[config.mk]
export PLATFORM = sky130hd
export DESIGN_NAME = ifetch
export DESIGN_NICKNAME = d
export VERILOG_FILES = /design/src/rtl/wi23_defs.sv /design/src/rtl/ifetch_q.sv /design/src/rtl/ifetch.sv
export SDC_FILE = /design/constraint.sdc
export NUM_CORES = 1
export LEC_CHECK = 0
export ABC_CLOCK_PERIOD_IN_PS = 5500
export CORE_MARGIN = 5
export CORE_UTILIZATION = 50
export DETAILED_ROUTE_END_ITERATION = 8
export GPL_ROUTABILITY_DRIVEN = 0
export PLACE_DENSITY = 0.72
export REMOVE_ABC_BUFFERS = 1
export SLEW_MARGIN = 30
export SYNTH_ARGS = -nofsm -noshare
export SYNTH_HDL_FRONTEND = slang
export SYNTH_SLANG_ARGS = --single-unit
[constraint.sdc]
create_clock -name clk -period 5.5 [get_ports clk]
set_input_delay 1.375 -clock clk [delete_from_list [all_inputs] [get_ports clk]]
set_output_delay 1.375 -clock clk [all_outputs]
set_load 0.02 [all_outputs]
[src/rtl/wi23_defs.sv]
// Shared instruction-memory geometry and the fetch-queue entry format
// used by the instruction fetch unit.
package wi23_defs;

    localparam int IMEM_DEPTH = 8;
    localparam int IMEM_WIDTH = 16;

    typedef struct packed {
        logic [IMEM_DEPTH-1:0] pc;
        logic [IMEM_WIDTH-1:0] inst;
    } fetch_entry_t;

endpackage

[src/rtl/ifetch_q.sv]
// Generic synchronous FIFO with a registered head, flush and async active-low reset.
// The head register holds its last value when the queue runs empty.
module ifetch_q #(
    parameter int WIDTH = 8,
    parameter int DEPTH = 2
) (
    input  logic             clk,
    input  logic             rst_n,
    input  logic             flush,
    input  logic             push,
    input  logic [WIDTH-1:0] din,
    input  logic             pop,
    output logic [WIDTH-1:0] dout,
    output logic             valid,
    output logic             full
);
    localparam int PTR_W = (DEPTH > 1) ? $clog2(DEPTH) : 1;
    localparam int CNT_W = $clog2(DEPTH + 1);

    logic [WIDTH-1:0] mem [DEPTH];
    logic [PTR_W-1:0] rd_ptr_reg, wr_ptr_reg, rd_ptr_next;
    logic [CNT_W-1:0] count_reg, count_after_pop;
    logic [WIDTH-1:0] dout_reg, dout_next;
    logic             do_pop, do_push;

    assign valid   = (count_reg != '0);
    assign full    = (count_reg == CNT_W'(DEPTH));
    assign dout    = dout_reg;
    assign do_pop  = pop && valid && !flush;
    assign do_push = push && (!full || do_pop) && !flush;

    // Next head comes from storage unless the entry being pushed becomes the head.
    always_comb begin
        rd_ptr_next     = rd_ptr_reg + PTR_W'(do_pop);
        count_after_pop = count_reg - CNT_W'(do_pop);
        dout_next       = dout_reg;
        if (count_after_pop != '0) begin
            dout_next = mem[rd_ptr_next];
        end else if (do_push) begin
            dout_next = din;
        end
    end

    always_ff @(posedge clk or negedge rst_n) begin
        if (!rst_n) begin
            rd_ptr_reg <= '0;
            wr_ptr_reg <= '0;
            count_reg  <= '0;
            dout_reg   <= '0;
        end else if (flush) begin
            rd_ptr_reg <= '0;
            wr_ptr_reg <= '0;
            count_reg  <= '0;
        end else begin
            rd_ptr_reg <= rd_ptr_next;
            wr_ptr_reg <= wr_ptr_reg + PTR_W'(do_push);
            count_reg  <= count_after_pop + CNT_W'(do_push);
            dout_reg   <= dout_next;
        end
    end

    always_ff @(posedge clk) begin
        if (do_push) begin
            mem[wr_ptr_reg] <= din;
        end
    end

endmodule

[src/rtl/ifetch.sv]
// Instruction fetch: PC register, fetch/redirect control and a small instruction queue.
// Optional fetch-event counter enabled by defining IFETCH_PERF_EN.
module ifetch
    import wi23_defs::*;
#(
    parameter logic [IMEM_DEPTH-1:0] RESET_PC = '0,
    parameter int                    QDEPTH   = 2
) (
    input  logic                  clk,
    input  logic                  rst_n,
    output logic [IMEM_DEPTH-1:0] imem_addr_o,
    input  logic [IMEM_WIDTH-1:0] imem_inst_i,
    input  logic                  stall_i,
    input  logic                  redirect_i,
    input  logic [IMEM_DEPTH-1:0] redirect_pc_i,
    output logic                  inst_valid_o,
    input  logic                  inst_ready_i,
    output logic [IMEM_WIDTH-1:0] inst_o,
    output logic [IMEM_DEPTH-1:0] pc_o
`ifdef IFETCH_PERF_EN
    ,
    output logic [31:0]           fetch_cnt_o
`endif
);
    logic [IMEM_DEPTH-1:0] pc_reg;
    logic                  q_full;
    logic                  pop;
    logic                  fetch;
    fetch_entry_t          push_entry;
    fetch_entry_t          head_entry;

    assign imem_addr_o = pc_reg;
    assign pop         = inst_valid_o && inst_ready_i;
    assign fetch       = !stall_i && !redirect_i && (!q_full || pop);
    assign push_entry  = '{pc: pc_reg, inst: imem_inst_i};
    assign inst_o      = head_entry.inst;
    assign pc_o        = head_entry.pc;

    // Redirect wins over everything: the fetch for this cycle is dropped.
    always_ff @(posedge clk or negedge rst_n) begin
        if (!rst_n) begin
            pc_reg <= RESET_PC;
        end else if (redirect_i) begin
            pc_reg <= redirect_pc_i;
        end else if (fetch) begin
            pc_reg <= pc_reg + IMEM_DEPTH'(1);
        end
    end

    ifetch_q #(
        .WIDTH ($bits(fetch_entry_t)),
        .DEPTH (QDEPTH)
    ) u_q (
        .clk   (clk),
        .rst_n (rst_n),
        .flush (redirect_i),
        .push  (fetch),
        .din   (push_entry),
        .pop   (pop),
        .dout  (head_entry),
        .valid (inst_valid_o),
        .full  (q_full)
    );

`ifdef IFETCH_PERF_EN
    logic [31:0] fetch_cnt_reg;

    always_ff @(posedge clk or negedge rst_n) begin
        if (!rst_n) begin
            fetch_cnt_reg <= '0;
        end else if (fetch && (fetch_cnt_reg != 32'hFFFF_FFFF)) begin
            fetch_cnt_reg <= fetch_cnt_reg + 32'd1;
        end
    end

    assign fetch_cnt_o = fetch_cnt_reg;
`endif

endmodule

---- After elaboration in Yosys (flattened, before gate mapping) ----
Memories as Yosys holds them, arrays and structs flattened.
Cells that the tools add are included.
cells by class
  bitwise logic cells ..................... 1
  equal/unequal tests ..................... 1
  reduce and logical (&&, ||, !) cells .... 17
  mux-type cells .......................... 9
  add/subtract/negate cells ............... 5
operators with widths
  cell                                          count
  2-to-1 mux 24 bit                             2
  2-to-1 mux 8 bit                              2
  adder 8 x 1 -> 8 bit (second input constant)  1
  nonzero test 2 bit                            4
  logical AND 1 bit                             7
  2-to-1 mux 1 bit                              4
  zero test 1 bit                               3
  adder 1 bit                                   2
  adder 2 x 1 -> 2 bit                          1
  == test 2 bit (second input constant)         1
  logical OR 1 bit                              2
  2-to-1 mux 2 bit                              1
  AND reduction 2 bit                           1
  subtractor 2 x 1 -> 2 bit                     1
  NOT 1 bit                                     1
storage, ports and cells
  bits of input ports ..................... 29
  output and inout port bits .............. 33
  word-level logic and storage cells ...... 39
  memories ................................ 1
  bits in writable memories ............... 48
  bits in registers ....................... 36
memories
  memory   words  bits a word  read ports  clocked after memory_dff  wr ports  line            RTL
  u_q.mem  2      24           1           0                         1         ifetch_q.sv:20  logic [WIDTH-1:0] mem [DEPTH];

---- Depth between registers and ports, before layout ----
Gate-level depths: netlist (run 1).
  depth after elaboration ................. 9
  mapped depth ............................ 10
  mapped depth without buffers ............ 7

---- Hierarchy ----
Synthesis (run 1) repeated with hierarchy kept, for this count alone.
unflattened totals
  cells, all modules ...................... 264
  area total of the unflattened synthesis .. 3634.7 µm²
modules (own cells, without submodules)
  module    instances  cells an instance  area an instance (µm²)  sequential area each (µm²)
  ifetch_q  1          207                3114.2                  2142.1
  ifetch    1          57                 520.5                   200.2

---- Worst setup path before layout (run 1) ----
No wires, ideal clock.
  path kind ............................... input-to-reg
  start point ............................. input port stall_i
  end point ............................... memory u_q.mem[0][0] (netlist bit), enable pin
  slack ................................... 2.025 ns
  data arrival time ....................... 3.070 ns
  setup time .............................. 0.405 ns
  stages on the path ...................... 4
  data required time ...................... 5.095 ns
  path buffers ............................ 2
  cell sequence ........................... or3_1 -> buf_6 -> buf_12 -> nor2_1
on the way
  word-level cells in the longest chain between the ends .. 7
RTL lines
  element                                 line            RTL
  from (decl)                             ifetch.sv:13    input logic stall_i,
  zero test 1 bit                         ifetch.sv:34    assign fetch = !stall_i && !redirect_i && (!q_full || pop);
  logical AND 1 bit (2 in a row)          ifetch.sv:34
  logical AND 1 bit (2 in a row)          ifetch_q.sv:30  assign do_push = push && (!full || do_pop) && !flush;
  2-to-1 mux 1 bit                        ifetch_q.sv:63  if (do_push) begin
  2-to-1 mux 1 bit (not written as such)  ifetch_q.sv:64  mem[wr_ptr_reg] <= din;
  to (decl)                               ifetch_q.sv:20
No other way between the ends.

---- Worst setup path in the final report (run 1) ----
  start point ............................. input port redirect_i
  end point ............................... register u_q.dout_reg[6] (netlist: u_q.dout[6])
on the way
  word-level cells in the longest chain between the ends .. 7
  elaborated cells between the ends (all ways) .. 15
  those cells by class .................... add/sub: 2; mux: 1; bitwise: 1; reduce/logical: 10; memory: 1
RTL lines
  element                                                            line            RTL
  from (decl)                                                        ifetch.sv:14    input logic redirect_i,
  branches (longest 7 deep; another with subtractor 2 x 1 -> 2 bit)  -
  to (signal assigned)                                               ifetch_q.sv:58  dout_reg <= dout_next;
  to (decl)                                                          ifetch_q.sv:23  logic [WIDTH-1:0] dout_reg, dout_next;
Parallel ways; which one is timed is not known.
A chain may end at the register's enable or synchronous reset.

==> impl_metrics.json, run 1 <==
{
  "htree_levels": 3,
  "netlist_instances": 419,
  "largest_reg_flops": 48,
  "hold_path.class": "reg2reg",
  "numCtsBuffers": 9,
  "port_buffers": 61,
  "drive_gt1_share_pct": 15.3,
  "cp.required_ns": 5.76,
  "fillerInstances": 705,
  "worst_pin_slew_ns": 0.899,
  "synth_top_flop_cell": "edfxtp_1",
  "status": "complete, no violations",
  "clk_latency_ns": 0.34,
  "cap_violations": 0,
  "drt_first_pass_iters": 4,
  "relSlewSlack_pct": 40.1,
  "crit_top_cell": "buf_4",
  "hpwl_mm": 6.28,
  "cp.arrival_ns": 4.08,
  "grt_pass1_wl_mm": 16.7,
  "clkTransAtPathRegs_ns": 0.08,
  "fin_crit_sh_pct": 69.6,
  "cellPowerDensity_nw_per_um2": 410,
  "final_common_cell": "clkdlybuf4s50_1",
  "vias_per_cell": 5.63,
  "synth_seq_cells": 84,
  "path_max_fanout": 25,
  "ctsResizeCount": 0,
  "clock_skew_ns": 0.0110,
  "synth.distinct_cells": 37,
  "netlist_area_um2": 4490,
  "drc": 0,
  "die_y_um": 105,
  "grt_pass1_vias": 3324,
  "cts_root_buf": "clkbuf_8",
  "clk_path_buf_depth": 2,
  "drt_iter0_markers": 150,
  "crit_chain": "clkdlybuf4s50_1 -> buf_4 -> nand2b_1 -> buf_4 -> nor2_1 -> ha_1 -> xor2_1 -> or2_1 -> buf_4 -> nor3_1 -> a211oi_2",
  "cts_tree": "yes",
  "start_util_pct": 51.5,
  "io_pins": 62,
  "final_nets": 499,
  "grt_overflow": 0,
  "vias": 3268,
  "track_usage_pct": 18.6,
  "synth_top_area_cell": "edfxtp_1",
  "antenna_found_initial": 0,
  "synth.avg_cell_area_um2": 10.7,
  "ys_warn_count": 0,
  "slowest_stage": "clkdlybuf4s50_1",
  "finalWirelength_mm": 10.1,
  "ir_drop_uv": 200,
  "fp.dieW_um": 105,
  "grt_start_max_net_pins": 98,
  "hold_buffers": 0,
  "insertedDiodeCount": 0,
  "core_um2": 8720,
  "fin_crit_ns": 3.83,
  "finalMaxSlewViolations": 0,
  "worst-path-buf-inv": 4,
  "fmax_mhz": 261,
  "seq_area_frac_synth_pct": 52.1,
  "rsz0062_at_grt": "no",
  "post-cts-setup-buffer-count": 0,
  "syn2layout_area_growth_pct": 19.6,
  "ant_nets": 0,
  "p_leak_nw": 1.98,
  "asyncSetResetFlopFracSynth_pct": 42.9,
  "startpoint_type": "input pin",
  "synth_enable_flop_cells": 48,
  "cts_sinks": 84,
  "endpoint_kind": "register",
  "die-area_um2": 11000,
  "hold_viol_final": 0,
  "crit_family": "buffers and inverters",
  "final_cell_mix": "clkdlybuf4s50_1 (60), nand2_1 (56), nand2b_1 (49)",
  "rows": 34,
  "synthTopCellsByArea": "edfxtp_1 (32%), dfrtp_1 (20%), nand2b_1 (6.8%)",
  "critPathKind": "in2reg",
  "yosys.area.top_type_share_pct": 32.1,
  "setup_viol": 0,
  "finalSetupTns_ns": 0,
  "avgRoutedWirePerCell_um": 17.4,
  "place_area_um2": 5110,
  "cp_slowest_stage_delay_ns": 0.45,
  "design_area_um2": 5370
}
==> routing by layer <==
metal	global-route usage [%]	vias to the layer above	part of all wire, %
li1	-	1571	-
met1	24.5	1594	45
met2	30.9	86	49
met3	4.01	17	4.4
met4	5.66	0	0.89
met5	0	-	0
==> worst paths after layout <==
path                                       start              to  slack, ns  depth (start not counted)
max in group asynchronous                  rst_n  u_q.rd_ptr_reg       4.11                          1
worst min register to register       u_q.dout[1]     u_q.dout[1]       0.53                          2
min in group asynchronous                  rst_n    u_q.dout[13]       1.00                          1
worst max register to register  u_q.count_reg[1]   u_q.mem[0][8]       2.81                          4
worst min-delay path                 u_q.dout[1]     u_q.dout[1]       0.53                          2
worst max-delay path                  redirect_i     u_q.dout[6]       1.67                         11
==> cells by family (layout without fill, tap and decap cells) <==
family	count (synthesis)	after routing	share of synthesized area [%]
fa+ha+maj	3	3	0.835
mux	2	2	0.473
simple gates	176	176	22.0
buf+inv	62	115	6.90
flops	84	84	52.1
xor+xnor	11	11	2.14
compound gates	81	81	15.5
==> per-stage QoR <==
step                      std cells  setup WS (ns)  util [%]  power [mW]  hold WS, ns
final                           580           1.67      61.6        2.20        0.527
after global routing            580           1.51      61.6        2.32        0.553
after global placement          563           1.13      58.5        1.68        0.515
after detailed placement        563           1.04      58.6        1.70        0.522
after CTS                       579           1.42      61.3        2.21        0.535
after floorplan                 386           1.48         -        1.34        0.524
==> area by class of cell <==
cell class	instances	area [um2]	area share, %
clock buffers	12	135	2.51
flip-flops and latches	84	2350	43.7
well taps	108	135	2.51
clock inverters	4	97.6	1.82
inverters	29	109	2.03
repair buffers	70	696	12.9
multi-input cells	273	1860	34.5
==> worst reg2reg max path, stage by stage (launching register included) <==
cell and delay, ns:
dfrtp_1 0.43, nor3b_4 0.20, or3_1 0.69, nor2_2 0.68
buf_4 0.36
==> Yosys cell counts (2+ instances only) <==
| cell type | n |
|---|---|
| nand2_1 | 56 |
| nand2b_1 | 49 |
| edfxtp_1 | 48 |
| dfrtp_1 | 36 |
| nor3_1 | 32 |
| a211oi_1 | 28 |
| inv_1 | 27 |
| a22oi_1 | 24 |
| a211oi_2 | 20 |
| nor3_2 | 18 |
| clkbuf_1 | 16 |
| buf_2 | 9 |
| xnor2_1 | 9 |
| o21ai_0 | 7 |
| nor2_1 | 6 |
| buf_4 | 3 |
| buf_6 | 3 |
| ha_1 | 3 |
| buf_12 | 2 |
| inv_2 | 2 |
| nand3_1 | 2 |
| nor2_2 | 2 |
| nor2b_1 | 2 |
| xor2_1 | 2 |
==> power by group <==
part | internal, mW | switching (mW)
logic | 0.356 | 0.446
registers | 0.788 | 0.0972
clock network | 0.303 | 0.214
total | 1.45 | 0.757
(Power assumes the default switching activity.)
==> run 2, diff against run 1 <==
ABC_CLOCK_PERIOD_IN_PS = 3500   (was 5500)
PLACE_DENSITY = 0.75   (was 0.72)
clock period = 3.5 ns   (was 5.5 ns; I/O delays follow)
==> impl_metrics.json, run 2 (synthesis gave the netlist of run 1 again) <==
{
  "startpoint_type": "register",
  "clkTransAtPathRegs_ns": 0.09,
  "totalPowerFinal_mw": 3.27,
  "drt_first_pass_iters": 4,
  "grt_pass1_wl_mm": 17.1,
  "ir_drop_uv": 307,
  "p_leak_nw": 1.95,
  "clk_path_buf_depth": 2,
  "fin_cells": 581,
  "worst_pin_slew_ns": 0.792,
  "htree_levels": 3,
  "setup_viol": 0,
  "fin_crit_sh_pct": 81.2,
  "post-cts-setup-buffer-count": 0,
  "cellPowerDensity_nw_per_um2": 613,
  "avgRoutedWirePerCell_um": 17.5,
  "insertedDiodeCount": 0,
  "cts_root_buf": "clkbuf_8",
  "cts_sinks": 84,
  "drt_iter0_markers": 180,
  "hold_buffers": 0,
  "syn2layout_area_growth_pct": 18.5,
  "final_nets": 500,
  "finalWirelength_mm": 10.2,
  "finalMaxSlewViolations": 0,
  "whs_ns": 0.479,
  "fin_crit_ns": 2.84,
  "largest_reg_flops": 48,
  "cts_tree": "yes",
  "port_buffers": 61,
  "relSlewSlack_pct": 47.0,
  "hpwl_mm": 6.31,
  "finalSetupTns_ns": 0,
  "start_util_pct": 51.5,
  "fin_ws_ns": 0.658,
  "final_common_cell": "clkdlybuf4s50_1",
  "cp.required_ns": 2.62,
  "fin_util_pct": 61.1,
  "numCtsBuffers": 9,
  "rr_worst_depth": 7,
  "vias_per_cell": 5.63,
  "ant_nets": 0,
  "fp.dieW_um": 105,
  "grt_overflow": 0,
  "drive_gt1_share_pct": 15.6,
  "drc": 0,
  "rows": 34,
  "dp.cells": 565,
  "hold_path.class": "in2async",
  "vias": 3273,
  "design_area_um2": 5330,
  "clock_skew_ns": 0.0151,
  "track_usage_pct": 19.1,
  "antenna_found_initial": 0,
  "place_area_um2": 5150,
  "critPathKind": "reg2out",
  "status": "complete, no violations",
  "fmax_mhz": 352,
  "path_max_fanout": 25,
  "core_um2": 8720,
  "place_ws_ns": 0.255,
  "endpoint_kind": "output pin",
  "grt_pass1_vias": 3371,
  "cp.arrival_ns": 1.97,
  "ctsResizeCount": 0,
  "cap_violations": 0,
  "rsz0062_at_grt": "no",
  "grt_start_max_net_pins": 98,
  "io_pins": 62,
  "die_y_um": 105,
  "die-area_um2": 11000,
  "final_cell_mix": "clkdlybuf4s50_1 (60), nand2_1 (56), nand2b_1 (49)",
  "fillerInstances": 725,
  "clk_latency_ns": 0.35,
  "hold_viol_final": 0
}
run 2: changes by cell type in the layout (fill, tap and decap cells not counted):
cell / previous run / this run
clkinvlp_4: 1 / 2
nor2b_2: 0 / 1
buf_12: 0 / 2
bufinv_16: 3 / 0
o21ai_2: 1 / 0
nor2b_4: 1 / 0
clkinv_2: 0 / 1
clkbuf_1: 3 / 1
o21ai_4: 1 / 2
clkinv_4: 0 / 2
buf_16: 1 / 0
clkinv_1: 0 / 1
run 2: cell type report:
class	instances	area, um2	share of cell area (%)
flip-flops and latches	84	2350	44.1
multi-input cells	273	1860	34.9
repair buffers	71	708	13.3
well taps	108	135	2.54
clock buffers	10	128	2.40
inverters	29	109	2.04
clock inverters	6	41.3	0.775
run 2: path summary, 6_finish.rpt:
| check | slack (ns) | start | end |
|---|---|---|---|
| max | 0.66 | u_q.count_reg[0] | inst_valid_o |
| min | 0.48 | rst_n | u_q.dout[0] |
| max reg2reg | 1.26 | u_q.count_reg[1] | u_q.dout[0] |
| min reg2reg | 0.53 | u_q.dout[2] | u_q.dout[2] |
| max in group asynchronous | 2.61 | rst_n | u_q.rd_ptr_reg |
| min in group clk | 0.53 | u_q.dout[2] | u_q.dout[2] |
run 2: power by group:
group	total [mW]	internal (mW)	leakage, nW	switching (mW)
registers	1.39	1.24	0.853	0.153
logic	1.27	0.559	1.02	0.710
clock network	0.605	0.257	0.0799	0.349
run 2: worst max-delay path: stages (launching register included):
cell and delay (ns):
dfrtp_1 0.44, nor2_2 0.08, inv_2 0.39, clkdlybuf4s50_1 0.71
run 2: routing by layer:
layer | track usage [%] | vias to the layer above | share of wire, %
li1 | - | 1586 | -
met2 | 31.4 | 107 | 48
met4 | 5.84 | 0 | 1.0
met5 | 0 | - | 0
met1 | 25.1 | 1571 | 45
met3 | 4.44 | 9 | 6.1
==> run 3, diff against run 2 <==
ABC_CLOCK_PERIOD_IN_PS = 2870   (was 3500)
PLACE_DENSITY = 0.72   (was 0.75)
clock period = 2.87 ns   (was 3.5 ns; I/O delays follow)
==> impl_metrics.json, run 3 (synthesis gave the netlist of run 1 again) <==
{
  "grt_pass1_vias": 3501,
  "cap_violations": 0,
  "numCtsBuffers": 9,
  "drc": 0,
  "finalMaxSlewViolations": 0,
  "die_y_um": 105,
  "fin_cells": 590,
  "multiInputGateArea_um2": 1850,
  "final_common_cell": "clkdlybuf4s50_1",
  "drt_first_pass_iters": 4,
  "clk_path_buf_depth": 2,
  "rows": 34,
  "hold_path.class": "in2async",
  "dp.cells": 574,
  "fmax_mhz": 426,
  "ctsResizeCount": 0,
  "start_util_pct": 51.5,
  "cts_root_buf": "clkbuf_8",
  "cp.arrival_ns": 1.63,
  "antenna_found_initial": 0,
  "finalWirelength_mm": 10.5,
  "area.sequential_um2": 2340,
  "avgRoutedWirePerCell_um": 17.8,
  "relSlewSlack_pct": 51.3,
  "finalSetupTns_ns": 0,
  "grt_start_max_net_pins": 53,
  "io_pins": 62,
  "cellPowerDensity_nw_per_um2": 781,
  "clkTransAtPathRegs_ns": 0.09,
  "die-area_um2": 11000,
  "core_um2": 8720,
  "track_usage_pct": 19.7,
  "fin_crit_ns": 2.35,
  "ant_nets": 0,
  "critPathKind": "reg2out",
  "clk_latency_ns": 0.36,
  "grt_pass1_wl_mm": 17.4,
  "totalPowerFinal_mw": 4.25,
  "cp.required_ns": 2.15,
  "vias_per_cell": 5.61,
  "status": "complete, no violations",
  "setup.worst_path.start": "u_q.count_reg[1]",
  "hold_viol_final": 0,
  "post-cts-setup-buffer-count": 0,
  "fp.dieW_um": 105,
  "final_cell_mix": "clkdlybuf4s50_1 (60), nand2_1 (56), nand2b_1 (49)",
  "r2r-start": "u_q.count_reg[1]",
  "cts_sinks": 84,
  "endpoint_kind": "output pin",
  "hold_buffers": 0,
  "fillerInstances": 703,
  "largest_reg_flops": 48,
  "path_max_fanout": 3,
  "cts_tree": "yes",
  "ir_drop_uv": 336,
  "grt_overflow": 0,
  "syn2layout_area_growth_pct": 21.1,
  "insertedDiodeCount": 0,
  "fin_crit_sh_pct": 81.8,
  "setup_viol": 0,
  "final_nets": 509,
  "clock_skew_ns": 0.0127,
  "p_leak_nw": 2.03,
  "drt_iter0_markers": 134,
  "rsz0062_at_grt": "no",
  "hpwl_mm": 6.60,
  "startpoint_type": "register",
  "drive_gt1_share_pct": 17.2,
  "worst_pin_slew_ns": 0.731,
  "htree_levels": 3,
  "vias": 3308,
  "port_buffers": 61
}
==> run 3: metal layers <==
metal  vias up  global-route usage (%)  wire length (um)
met3        11                    4.56               691
li1       1593                       -                 -
met4         0                    7.12               103
met5         -                       0                 0
met1      1600                    26.0              4620
met2       104                    31.9              5060
==> run 3: where the power goes <==
part	internal, mW	switching [mW]	leakage (nW)
Combinational	0.725	0.891	1.07
Clock	0.514	0.430	0.107
Sequential	1.51	0.182	0.854
Total	2.75	1.50	2.03
==> run 3: metrics by stage <==
step	utilization, %	cell area, um2	setup WS (ns)	hold slack [ns]
after floorplan	-	4290	-0.491	0.422
after global placement	59.9	5220	0.238	0.513
after detailed placement	59.9	5220	0.119	0.519
after CTS	62.4	5440	0.489	0.493
after global routing	62.4	5440	0.338	0.357
final	62.4	5440	0.523	0.315
==> run 3: path summary, 6_finish.rpt <==
kind | end | slack (ns) | depth (start not counted)
worst max-delay path | inst_valid_o | 0.52 | 3
worst min-delay path | u_q.dout[4] | 0.32 | 1
worst max register to register | u_q.dout[1] | 0.82 | 8
worst min register to register | u_q.dout[4] | 0.53 | 2
max in group asynchronous | u_q.rd_ptr_reg | 2.16 | 1
min in group clk | u_q.dout[4] | 0.53 | 2
==> run 3: worst max-delay path: stages (launching register included) <==
cell,delay (ns)
dfrtp_1,0.42
nor2_2,0.24
inv_2,0.07
clkdlybuf4s50_1,0.54
==> run 3: cell type report <==
type	count	area share (%)
clock buffer	12	2.67
clock inverter	4	1.33
inverter	29	2.00
multi-input combinational	273	34.0
sequential	84	43.0
tap	108	2.48
timing repair buffer	80	14.5
